**src/rtl/stopwatch_pkg.sv**
```systemverilog
// Shared types and digit limits for the stopwatch controller.
package stopwatch_pkg;

  typedef enum logic [1:0] {
    IDLE  = 2'd0,
    RUN   = 2'd1,
    PAUSE = 2'd2
  } state_t;

  typedef logic [3:0] bcd_t;

  localparam bcd_t TENTH_MAX = 4'd9;
  localparam bcd_t SECU_MAX  = 4'd9;
  localparam bcd_t SECT_MAX  = 4'd5;

  typedef struct packed {
    bcd_t min_t;
    bcd_t min_u;
    bcd_t sec_t;
    bcd_t sec_u;
    bcd_t tenth;
  } time_t;

endpackage

```
**src/rtl/stopwatch_ctrl_if.sv**
```systemverilog
// Link between the stopwatch controller and the external modulo-100 tick divider.
interface stopwatch_ctrl_if;
  logic div_enable;
  logic div_in;
  logic div_rst_n;
  logic div_timeout;

  modport master (output div_enable, output div_in, output div_rst_n, input div_timeout);
  modport slave  (input div_enable, input div_in, input div_rst_n, output div_timeout);
endinterface

```
**src/rtl/stopwatch_ctrl_bcd_digit.sv**
```systemverilog
// One modulo-(MAX+1) BCD digit; clr wins over inc, carry_out is combinational.
module bcd_digit
  import stopwatch_pkg::*;
#(
  parameter bcd_t MAX = 4'd9
) (
  input  logic clk,
  input  logic rst,
  input  logic clr,
  input  logic inc,
  output bcd_t value,
  output logic carry_out
);

  bcd_t value_r;

  // Digit register: wraps to zero after MAX
  always_ff @(posedge clk) begin
    if (!rst) begin
      value_r <= 4'd0;
    end else if (clr) begin
      value_r <= 4'd0;
    end else if (inc) begin
      value_r <= (value_r >= MAX) ? 4'd0 : value_r + 4'd1;
    end else begin
      value_r <= value_r;
    end
  end

  assign value     = value_r;
  assign carry_out = inc & (value_r >= MAX);

endmodule

```
**src/rtl/stopwatch_ctrl.sv**
```systemverilog
// Run/pause/clear sequencer for the tick divider with BCD MM:SS.t accumulation.
// Optional lap freeze enabled by defining STOPWATCH_LAP_EN.
module stopwatch_ctrl
  import stopwatch_pkg::*;
#(
  parameter int unsigned MIN_MAX = 99
) (
  input  logic clk,
  input  logic rst,
  input  logic base_tick,
  input  logic start_stop,
  input  logic clear,
  input  logic lap,
  stopwatch_ctrl_if.master div,
  output bcd_t disp_min_t,
  output bcd_t disp_min_u,
  output bcd_t disp_sec_t,
  output bcd_t disp_sec_u,
  output bcd_t disp_tenth,
  output logic running,
  output logic overflow,
  output logic lap_active
);

  localparam bcd_t MIN_T_MAX = bcd_t'(MIN_MAX / 32'd10);
  localparam bcd_t MIN_U_MAX = bcd_t'(MIN_MAX % 32'd10);

  state_t state_r, state_s;
  time_t  live_s, disp_s;
  logic   tick_s, c_tenth_s, c_secu_s, c_sect_s, c_minu_s, c_mint_unused_s;
  logic   at_max_s, wrap_s, min_clr_s;
  logic   overflow_r;

  // State register
  always_ff @(posedge clk) begin
    if (!rst) begin
      state_r <= IDLE;
    end else begin
      state_r <= state_s;
    end
  end

  // Next state: clear has priority over start_stop
  always_comb begin
    state_s = state_r;
    if (clear) begin
      state_s = IDLE;
    end else if (start_stop) begin
      case (state_r)
        IDLE:    state_s = RUN;
        RUN:     state_s = PAUSE;
        PAUSE:   state_s = RUN;
        default: state_s = IDLE;
      endcase
    end else begin
      state_s = state_r;
    end
  end

  assign running        = (state_r == RUN);
  assign div.div_enable = running;
  assign div.div_in     = base_tick & running;
  assign div.div_rst_n  = rst & (state_r != IDLE) & ~clear;

  // A timeout still in flight when RUN becomes PAUSE must be counted
  assign tick_s    = div.div_timeout & (state_r != IDLE) & ~clear;
  assign at_max_s  = (live_s.min_t == MIN_T_MAX) && (live_s.min_u == MIN_U_MAX);
  assign wrap_s    = c_sect_s & at_max_s;
  assign min_clr_s = clear | wrap_s;

  bcd_digit #(.MAX(TENTH_MAX)) u_tenth (.clk(clk), .rst(rst), .clr(clear), .inc(tick_s),
                                        .value(live_s.tenth), .carry_out(c_tenth_s));
  bcd_digit #(.MAX(SECU_MAX))  u_sec_u (.clk(clk), .rst(rst), .clr(clear), .inc(c_tenth_s),
                                        .value(live_s.sec_u), .carry_out(c_secu_s));
  bcd_digit #(.MAX(SECT_MAX))  u_sec_t (.clk(clk), .rst(rst), .clr(clear), .inc(c_secu_s),
                                        .value(live_s.sec_t), .carry_out(c_sect_s));
  bcd_digit #(.MAX(4'd9))      u_min_u (.clk(clk), .rst(rst), .clr(min_clr_s), .inc(c_sect_s),
                                        .value(live_s.min_u), .carry_out(c_minu_s));
  bcd_digit #(.MAX(4'd9))      u_min_t (.clk(clk), .rst(rst), .clr(min_clr_s), .inc(c_minu_s),
                                        .value(live_s.min_t), .carry_out(c_mint_unused_s));

  // Sticky wrap flag
  always_ff @(posedge clk) begin
    if (!rst) begin
      overflow_r <= 1'b0;
    end else if (clear) begin
      overflow_r <= 1'b0;
    end else if (wrap_s) begin
      overflow_r <= 1'b1;
    end else begin
      overflow_r <= overflow_r;
    end
  end

  assign overflow = overflow_r;

`ifdef STOPWATCH_LAP_EN
  logic  lap_active_r;
  time_t lap_snap_r;

  // Lap freeze: snapshot takes the registered (pre-update) live time
  always_ff @(posedge clk) begin
    if (!rst) begin
      lap_active_r <= 1'b0;
      lap_snap_r   <= time_t'(20'd0);
    end else if (clear) begin
      lap_active_r <= 1'b0;
    end else if (lap && lap_active_r && (state_r != IDLE)) begin
      lap_active_r <= 1'b0;
    end else if (lap && (state_r == RUN)) begin
      lap_active_r <= 1'b1;
      lap_snap_r   <= live_s;
    end else begin
      lap_active_r <= lap_active_r;
    end
  end

  assign lap_active = lap_active_r;
  assign disp_s     = lap_active_r ? lap_snap_r : live_s;
`else
  logic unused_lap_s;

  assign unused_lap_s = lap;
  assign lap_active   = 1'b0;
  assign disp_s       = live_s;
`endif

  assign disp_min_t = disp_s.min_t;
  assign disp_min_u = disp_s.min_u;
  assign disp_sec_t = disp_s.sec_t;
  assign disp_sec_u = disp_s.sec_u;
  assign disp_tenth = disp_s.tenth;

endmodule

```
**src/flat_wrapper.sv**
```systemverilog
// flat-port wrapper written by rule: the top's interface ports become plain ports
module stopwatch_ctrl_flat import stopwatch_pkg::*;
#(
  parameter int unsigned MIN_MAX = 99
)
  (clk, rst, base_tick, start_stop, clear, lap, disp_min_t, disp_min_u, disp_sec_t, disp_sec_u, disp_tenth, running, overflow, lap_active, div_div_enable, div_div_in, div_div_rst_n, div_div_timeout);
  stopwatch_ctrl_if div_i ();
  input  logic clk;
  input  logic rst;
  input  logic base_tick;
  input  logic start_stop;
  input  logic clear;
  input  logic lap;
  output bcd_t disp_min_t;
  output bcd_t disp_min_u;
  output bcd_t disp_sec_t;
  output bcd_t disp_sec_u;
  output bcd_t disp_tenth;
  output logic running;
  output logic overflow;
  output logic lap_active;
  output wire logic [$bits(div_i.div_enable)-1:0] div_div_enable;
  output wire logic [$bits(div_i.div_in)-1:0] div_div_in;
  output wire logic [$bits(div_i.div_rst_n)-1:0] div_div_rst_n;
  input wire logic [$bits(div_i.div_timeout)-1:0] div_div_timeout;
  assign div_div_enable = div_i.div_enable;
  assign div_div_in = div_i.div_in;
  assign div_div_rst_n = div_i.div_rst_n;
  assign div_i.div_timeout = div_div_timeout;
  stopwatch_ctrl #(.MIN_MAX(MIN_MAX)) u_core (.clk(clk), .rst(rst), .base_tick(base_tick), .start_stop(start_stop), .clear(clear), .lap(lap), .div(div_i), .disp_min_t(disp_min_t), .disp_min_u(disp_min_u), .disp_sec_t(disp_sec_t), .disp_sec_u(disp_sec_u), .disp_tenth(disp_tenth), .running(running), .overflow(overflow), .lap_active(lap_active));
endmodule
```
**config.mk**
```make
export PLATFORM = sky130hd
export DESIGN_NAME = stopwatch_ctrl_flat
export DESIGN_NICKNAME = d
export VERILOG_FILES = /design/src/rtl/stopwatch_pkg.sv /design/src/rtl/stopwatch_ctrl_if.sv /design/src/rtl/stopwatch_ctrl_bcd_digit.sv /design/src/rtl/stopwatch_ctrl.sv /design/src/flat_wrapper.sv
export SDC_FILE = /design/constraint.sdc
export NUM_CORES = 1
export LEC_CHECK = 0
export BUFFER_PORTS_ARGS = -buffer_cell sky130_fd_sc_hd__clkbuf_2
export CAP_MARGIN = 25
export CORE_ASPECT_RATIO = 1.4
export CORE_MARGIN = 5
export CORE_UTILIZATION = 28
export DETAILED_ROUTE_END_ITERATION = 10
export GPL_TIMING_DRIVEN = 0
export PLACE_DENSITY = 0.59
export SLEW_MARGIN = 10
export SYNTH_ARGS = -nofsm -noshare
export SYNTH_HDL_FRONTEND = slang
export SYNTH_SLANG_ARGS = --single-unit
```
**constraint.sdc**
```tcl
create_clock -name clk -period 5.8 [get_ports clk]
set_input_delay 0.58 -clock clk [delete_from_list [all_inputs] [get_ports clk]]
set_output_delay 0.58 -clock clk [all_outputs]
set_load 0.02 [all_outputs]
```
==> results.md, run 1 <==
- The endpoint kind of the worst setup timing path is an output port.
- Setup violations remaining at the end of the flow were counted as 0.
- STA puts the critical path data arrival time at 1770 ps.
- The synthesis-to-layout area growth is 20.5%.
- The number of hold-slack violations in the final timing report is 0.
- The first-pass iteration count of the detailed router is 3.
- In this run the critical register-to-register path is launched from u_core.u_sec_u.value[1].
- The final layout net count is 214.
- The clock period could shrink to 2350 ps.
- The total die area is 6260 µm².
- The internal portion of the total power is 0.213 mW.
- In this run the clock root is driven by a sky130_fd_sc_hd__clkbuf_8.
- Of all cell types, the one taking the most synthesized area is sky130_fd_sc_hd__dfxtp_1.
- Setup repair after global routing left no endpoint under its margin.
- The total overflow left after global routing is 0.
- Synthesis produced a netlist whose cell count is 157.
- The net switching power is 0.0622 mW.
- The proportion of power drawn by the clock network is 36.7%.
- Yosys printed 0 warnings.
- The count of distinct cell types in the synthesized netlist is 36.
- The kind of launch point of the worst setup path is a primary input.
- Entering global routing, the biggest net connects 13 pins.
- The count of pins over their slew limit is 0.
- In this run the number of H-tree levels came out at 1.
- After detailed routing, the average wire length per cell comes to 11.5 µm.
- The startpoint of the lowest-slack hold path is u_core.overflow.
- The worst flop-to-flop path endpoint is u_core.u_min_u.value[3].
- The total negative slack is 0 ps.
- The buffer levels on the longest clock path is 2.
- In the routed design, unresolved DRC markers number 0.
- The net count of the mapped netlist is 179.
- The non-filler instance count after layout is 253.
- The share of async-settable or async-resettable flops after synthesis is 0%.
- The overall power consumption is 0.276 mW.
- The fraction of the cycle the final worst path needs is 40.6%.
- The portion of the post-synthesis area used by sequential elements is 34.6%.
- After clock tree synthesis, the flow added hold-fix buffers numbering 0.
- The most frequently used cell type in the post-synthesis netlist is sky130_fd_sc_hd__dfxtp_1.
- The biggest cell delay along the critical path is 460 ps.
- The routed via count divided by cell count is 4.64.
- Measured along the x axis, the die boundary spans 68.3 µm.
- The switching part of the total power is 22.6%.
- The reported max-cap violation count is 0.
- The worst-case clock skew is 0.776 ps.
- Counting instances, the worst hold path has a depth of 1.
- TritonCTS created 3 clock buffers.
- Once the floorplan was initialized, standard cells occupied 29.1% of the core.
- Measured in cells, the most critical reg-to-reg path has a length of 6.
- The via count of the first global-routing pass is 1090.
- Data on the critical path is required at its endpoint by 5220 ps.
- 33 I/O pins were placed.
- Clock-pin slew was measured on the worst setup and hold paths at 80 ps.
- The synthesized netlist occupies a cell area of 1330 µm².
- The row count is 29.
- The total setup buffers inserted after CTS is 0.
- Ranked by total cell area, the synthesized netlist is headed by sky130_fd_sc_hd__dfxtp_1, sky130_fd_sc_hd__ha_1, sky130_fd_sc_hd__a21oi_1.
- Ranked by instance count, the synthesized netlist is headed by sky130_fd_sc_hd__dfxtp_1, sky130_fd_sc_hd__nor2_1, sky130_fd_sc_hd__ha_1.
- Summing all placed instances gives a cell area of 1560 µm².
- The total area inside the core boundary comes to 4570 µm².
- The startpoint of the worst setup timing path is clear.
- Detailed placement finished with a half-perimeter wire length of 2.31 mm.
- The share of total power dissipated in combinational logic is 5.6%.
- For the pin with the worst max-slew slack, the measured transition is 870 ps.
- The clock latency on the worst-skew pair is 270 ps.
- The worst min-delay path category is register to register.
- Walking the worst path, the cells encountered are clkbuf_2, inv_1, nand2_1, clkbuf_1, nor2_1, clkbuf_2.
- The synthesized area per cell is 8.49 µm².
- Port buffering added 30 buffers.
- Once detail routing completed, the nets flagged for antenna violations numbered 0.
- The first global-routing pass estimated 4.93 mm of wire.
- The routed layout has 1173 vias.
- The final layout contains routed wiring with a total length of 2.91 mm.
- The total inserted antenna cells is 0.
- IR analysis of the VDD net gives a maximum drop of 0.0000669 V.
- In this run, synthesis inferred 0 flip-flops with an integrated enable.
- TritonCTS built the clock tree.
- The instance count after placement with tap cells included is 249.
- The leakage power figure is 0.690 nW.
- In this run, the number of DRC markers left after iteration 0 of detailed routing was 37.
- The finished cells cover 1610 µm².
- Once the clock tree was built, the resizer swapped 0 gates to a different size.
- The vertical extent of the die is 91.6 µm.
- The largest driver fanout on the critical path is 10.
- The number of antenna violations at the first check in global routing is 0.
- On the critical path, the stage with the largest delay is an instance of sky130_fd_sc_hd__clkbuf_1.
- The overall fraction of global-route tracks in use is 9.96%.
- The top cell type by area accounts for 34.6% of the synthesized area.
- For hold timing, the worst endpoint is u_core.overflow.
- The critical path's most frequent cell is sky130_fd_sc_hd__clkbuf_2.
- The fraction of power consumed by sequential logic is 57.7%.
- The top achievable clock speed is 425 MHz.
- The startpoint-to-endpoint class of the critical path is primary input to output port.
- At the end of routability-driven placement, the weighted congestion stood at 0.757.
- In this run the power density over the cells is 172 nW/µm².
- The top flip-flop cell by instance count after synthesis is sky130_fd_sc_hd__dfxtp_1.
- The reg2reg setup slack is 3630 ps.
- The ratio of cells with drive above 1 in the final layout is 23.6%.
- The run finished with clean final reports.
- The tree built by TritonCTS fans out to 23 sinks.
- In this run the tightest slew margin relative to its limit is 41.5%.
- The flip-flop and latch count after synthesis is 23.
[critical path: cells and delay by family]
family	cells	cell delay, ps
buffers and inverters	4	870
AND/OR/NAND/NOR	2	330
[how the worst max path moves through the flow]
stage | endpoint | depth (start not counted) | slack [ps]
after global routing | div_div_rst_n | 6 | 3300
after CTS | div_div_rst_n | 6 | 3400
after global placement | div_div_rst_n | 6 | 3390
after floorplan | u_core.u_min_t.value[2] | 7 | 3740
final | div_div_rst_n | 6 | 3450
after detailed placement | div_div_rst_n | 6 | 3400
[cell families (layout without fill, tap and decap cells)]
logic type	count (synthesis)	count (layout)	share of synthesized area, %
buf+inv	17	51	5.35
compound gates	32	32	15.4
simple gates	65	65	27.7
flops	23	23	34.6
xor+xnor	4	4	2.63
fa+ha+maj	15	15	14.1
other cells	1	1	0.281
[layer usage]
metal / GRT usage, % / part of all wire (%) / vias to the layer above
li1: - / - / 611
met1: 11.5 / 43 / 540
met2: 17.7 / 52 / 17
met3: 1.10 / 3.1 / 5
met4: 4.48 / 2.1 / 0
met5: 0 / 0 / -
[placed cells by master, fill, tap and decap left out, types with 2 or more instances in the layout]
cell type	Yosys	layout
sky130_fd_sc_hd__a21oi_1	14	14
sky130_fd_sc_hd__a41oi_1	3	3
sky130_fd_sc_hd__and3_1	2	2
sky130_fd_sc_hd__buf_4	2	2
sky130_fd_sc_hd__clkbuf_1	1	2
sky130_fd_sc_hd__clkbuf_2	0	30
sky130_fd_sc_hd__clkbuf_8	0	3
sky130_fd_sc_hd__dfxtp_1	23	23
sky130_fd_sc_hd__ha_1	15	15
sky130_fd_sc_hd__inv_1	14	14
sky130_fd_sc_hd__nand2_1	12	12
sky130_fd_sc_hd__nand3_1	11	11
sky130_fd_sc_hd__nand4b_1	3	3
sky130_fd_sc_hd__nor2_1	18	18
sky130_fd_sc_hd__nor2b_1	2	2
sky130_fd_sc_hd__nor3_1	7	7
sky130_fd_sc_hd__o21ai_0	5	5
sky130_fd_sc_hd__o31ai_1	3	3
sky130_fd_sc_hd__xnor2_1	3	3
[power groups by stage]
stage               combinational [mW]  sequential [mW]  clock (mW)
floorplan                       0.0101            0.163           0
global placement                0.0157            0.163           0
detailed placement              0.0158            0.163           0
CTS                             0.0158            0.159       0.104
global route                    0.0170            0.159       0.109
finish                          0.0155            0.159       0.101
[through the flow]
step                      hold slack (ps)  util (%)  setup WS, ps
after detailed placement              491      34.1          3400
after global routing                  512      35.1          3300
after CTS                             510      35.1          3400
final                                 498      35.1          3450
after global placement                481      34.1          3390
after floorplan                       535         -          3740
[area by class of cell]
class                      count  area (µm²)
sequential                    23         460
timing repair buffer          30         150
inverter                      14        52.6
buffer                         3        18.8
clock buffer                   4        45.0
fill                         511        2970
tap                           62        77.6
multi-input combinational    117         801
[flip-flops by register name, indices dropped and copies added (netlist names)]
signal and cells:
u_core.overflow 1, u_core.state_r 2, u_core.u_min_t.value 4, u_core.u_min_u.value 4, u_core.u_sec_t.value 4, u_core.u_sec_u.value 4, u_core.u_tenth.value 4
Note: power is estimated with default switching activity, not from simulation.
==> inputs of run 2 (changes only) <==
--- a/config.mk
+++ b/config.mk
@@ -5,6 +5,7 @@
 export SDC_FILE = /design/constraint.sdc
 export NUM_CORES = 1
 export LEC_CHECK = 0
+export ABC_AREA = 1
 export BUFFER_PORTS_ARGS = -buffer_cell sky130_fd_sc_hd__clkbuf_2
 export CAP_MARGIN = 25
 export CORE_ASPECT_RATIO = 1.4
==> constraint.sdc (replaced) <==
create_clock -name clk -period 2.2 [get_ports clk]
set_input_delay 0.22 -clock clk [delete_from_list [all_inputs] [get_ports clk]]
set_output_delay 0.22 -clock clk [all_outputs]
set_load 0.02 [all_outputs]
==> results.md, run 2 <==
- For this run, global-route usage on met1 was measured as 10.9%.
- The sequential cell area in the final layout is 460 µm².
- Setup slack closes at 549 ps.
- Max-cap violations in this run came to 0.
- The number of buffer cells added on primary ports is 30.
- The total area inside the core boundary comes to 4800 µm².
- After synthesis, the largest area contributor takes up 33.5% of total cell area.
- The net count of the mapped netlist is 199.
- The synthesized design contains 23 register bits.
- After legalization and detailed placement, the total HPWL measured 2.38 mm.
- For this block, the initial DRC count from the detailed router was 51.
- Entering global routing, the biggest net connects 13 pins.
- The area growth from synthesis to layout is 20.1%.
- The first global-routing pass estimated 5.42 mm of wire.
- The first-pass iteration count of the detailed router is 4.
- The top achievable clock speed is 606 MHz.
- In the layout the commonest cells are sky130_fd_sc_hd__nand2_1, sky130_fd_sc_hd__clkbuf_2, sky130_fd_sc_hd__inv_1.
- The fraction of the cycle the final worst path needs is 75.0%.
- After routing the design area is 1650 µm².
- The synthesized design spends more area on one cell type than any other, namely sky130_fd_sc_hd__dfxtp_1.
- The master cell of the clock root buffer is sky130_fd_sc_hd__clkbuf_8.
- After detailed routing, the number of remaining DRC violations is 0.
- The total standard cell area after synthesis is 1370 µm².
- Routability-driven placement finished with a final weighted congestion of 0.770.
- The post-synthesis instance total is 177.
- Row generation in the floorplan step produced 30 rows.
- In this run the post-CTS setup repair buffer count came out at 0.
- The count of pins over their slew limit came to 0.
- The clock latency on the worst-skew pair is 260 ps.
- The count of distinct cell types in the synthesized netlist is 30.
- For met2 alone, demand over resource in global routing was 18.6%.
- The slowest stage of the critical path belongs to the cell sky130_fd_sc_hd__dfxtp_1.
- The number of enable flip-flop cells after synthesis is 0.
- The busiest metal layer after global routing is met2.
- TritonCTS built the clock tree.
- The repair_antennas step left the layout with diodes totalling 0.
- Clock-pin slew was measured on the worst setup and hold paths at 80 ps.
- Ranked by instance count, the synthesized netlist is headed by sky130_fd_sc_hd__nand2_1, sky130_fd_sc_hd__inv_1, sky130_fd_sc_hd__dfxtp_1.
- On the worst path, the slowest cell contributes a delay of 430 ps.
- The flow ran to the end, and the final reports show no timing, DRC or antenna violations.
- The commonest non-fill, non-tap cell in the layout is sky130_fd_sc_hd__nand2_1.
- Post-CTS repair changed the size of 0 cells.
- CTS built an H-tree with a depth of 1.
- The ratio of cells with drive above 1 in the final layout is 22.7%.
- The number of buffers added by the clock tree synthesis step is 3.
- Global routing consumed, over all layers together, 10.1% of the routing resources.
- The critical path goes through inv_1, ha_1, a21oi_1, nand2_4, nor2_4, buf_6, nand2_1, nand2_1, a21oi_1.
- For the finished layout, the period the worst path requires is 1650 ps.
- Wires add up to 2.97 mm.
- Measured along the x axis, the die boundary spans 69.2 µm.
- The most used flip-flop cell after synthesis is sky130_fd_sc_hd__dfxtp_1.
- The critical path in this run is classified as register to register.
- After synthesis, the share of flip-flops with an asynchronous set or reset is 0%.
- The residual overflow from global routing is 0.
- Once detail routing completed, the nets flagged for antenna violations numbered 0.
- The worst-case IR drop observed on VDD is 0.000156 V.
- Once the floorplan was initialized, standard cells occupied 28.6% of the core.
- The worst min-delay path category is primary input to register.
- The placed cell area is 1600 µm².
- After detailed routing, the number of vias per cell comes to 4.48.
- In the global route stage, met3 resource usage came out at 2.06%.
- The number of hold buffers added after CTS was 0.
- The portion of the post-synthesis area used by sequential elements is 33.5%.
- The number of antenna violations at the first check in global routing is 0.
- STA classifies the critical path startpoint as a register.
- The via count of the first global-routing pass is 1247.
- The number of hold-slack violations in the final timing report is 0.
- sky130_fd_sc_hd__nand2_1 is the most common cell in the netlist.
- The placement-stage worst setup slack is 554 ps.
- The worst setup path is captured at a register.
- A synthesized cell averages 7.75 µm².
- Summing all multi-input logic gate instances after layout gives 786 µm².
- In this run the deepest clock path goes through 2 buffers.
- The worst-case clock skew is 1.50 ps.
- The total negative slack is 0 ps.
- Ranked by total cell area, the synthesized netlist is headed by sky130_fd_sc_hd__dfxtp_1, sky130_fd_sc_hd__ha_1, sky130_fd_sc_hd__nand2_1.
- The number of warnings issued by yosys is 0.
- After detailed routing, the average wire length per cell comes to 10.8 µm.
- Power spread over the standard cell area amounts to 434 nW/µm².
- The data arrival at the endpoint of the critical path is 1800 ps.
- The TritonCTS sink count is 23.
- The leakage power figure is 0.751 nW.
- The floorplan step defined a die boundary enclosing 6420 µm².
- The largest driver fanout on the critical path is 10.
- The total vias in the final route is 1231.
- The vertical extent of the die is 92.8 µm.
- Setup repair after global routing left no endpoint under its margin.
- The utilization of the core after routing is 34.3%.
- After the last flow step, the layout net total stands at 234.
- In this run the count of I/O pins placed on the die edge is 33.
- The final number of setup-violating endpoints is 0.
- The critical path data required time is 2350 ps.
- The count of filler cells inserted in the layout is 547.
==> run 2: cell types whose count changed after synthesis, moves of 4 or more <==
cell / before / now
sky130_fd_sc_hd__nor3_1: 7 / 3
sky130_fd_sc_hd__nand4_1: 0 / 11
sky130_fd_sc_hd__inv_1: 14 / 24
sky130_fd_sc_hd__nor2_1: 18 / 10
sky130_fd_sc_hd__a21oi_1: 14 / 19
sky130_fd_sc_hd__nand3_1: 11 / 5
sky130_fd_sc_hd__nand2_1: 12 / 34
==> run 2: worst paths after layout <==
| path | startpoint | to | slack [ps] | cells after the start |
|---|---|---|---|---|
| max | u_core.u_tenth.value[0] | u_core.u_min_u.value[0] | 550 | 9 |
| min | start_stop | u_core.state_r[0] | 220 | 3 |
| max reg2reg | u_core.u_tenth.value[0] | u_core.u_min_u.value[0] | 550 | 9 |
| min reg2reg | u_core.overflow | u_core.overflow | 460 | 2 |
==> run 2: worst max-delay path: cells and delay by family, from the launching register on <==
family / cells / cell delay, ps
buf+inv: 2 / 230
flops: 1 / 430
compound gates: 2 / 310
fa+ha+maj: 1 / 220
simple gates: 4 / 360
==> run 2: logic make-up after synthesis <==
| kind of cell | synth area share [%] |
|---|---|
| compound gates | 11.1 |
| other cells | 0.273 |
| fa+ha+maj | 13.7 |
| flops | 33.5 |
| mux | 0.729 |
| simple gates | 28.3 |
| xor+xnor | 3.19 |
| buf+inv | 9.21 |
==> run 2: power by group <==
group	total [mW]	internal (mW)	switching, mW
logic	0.0386	0.0127	0.0258
clock network	0.258	0.129	0.129
registers	0.419	0.417	0.00162
==> run 2: area by class of cell <==
| type | instances | area share, % |
|---|---|---|
| well taps | 64 | 4.86 |
| flip-flops and latches | 23 | 27.9 |
| plain buffers | 3 | 1.59 |
| clock buffers | 4 | 2.73 |
| multi-input cells | 125 | 47.7 |
| repair buffers | 30 | 9.11 |
| inverters | 26 | 6.07 |
==> run 2: per-layer routing <==
layer	up-vias	part of all wire [%]
met4	0	2.3
li1	646	-
met2	26	51
met5	-	0
met1	553	42
met3	6	4.6
==> run 2: through the flow <==
step	hold WS [ps]	total power, mW	instances
floorplan	355	0.454	177
global placement	452	0.468	271
global route	218	0.752	275
finish	215	0.716	275
CTS	219	0.724	275
detailed placement	457	0.468	271
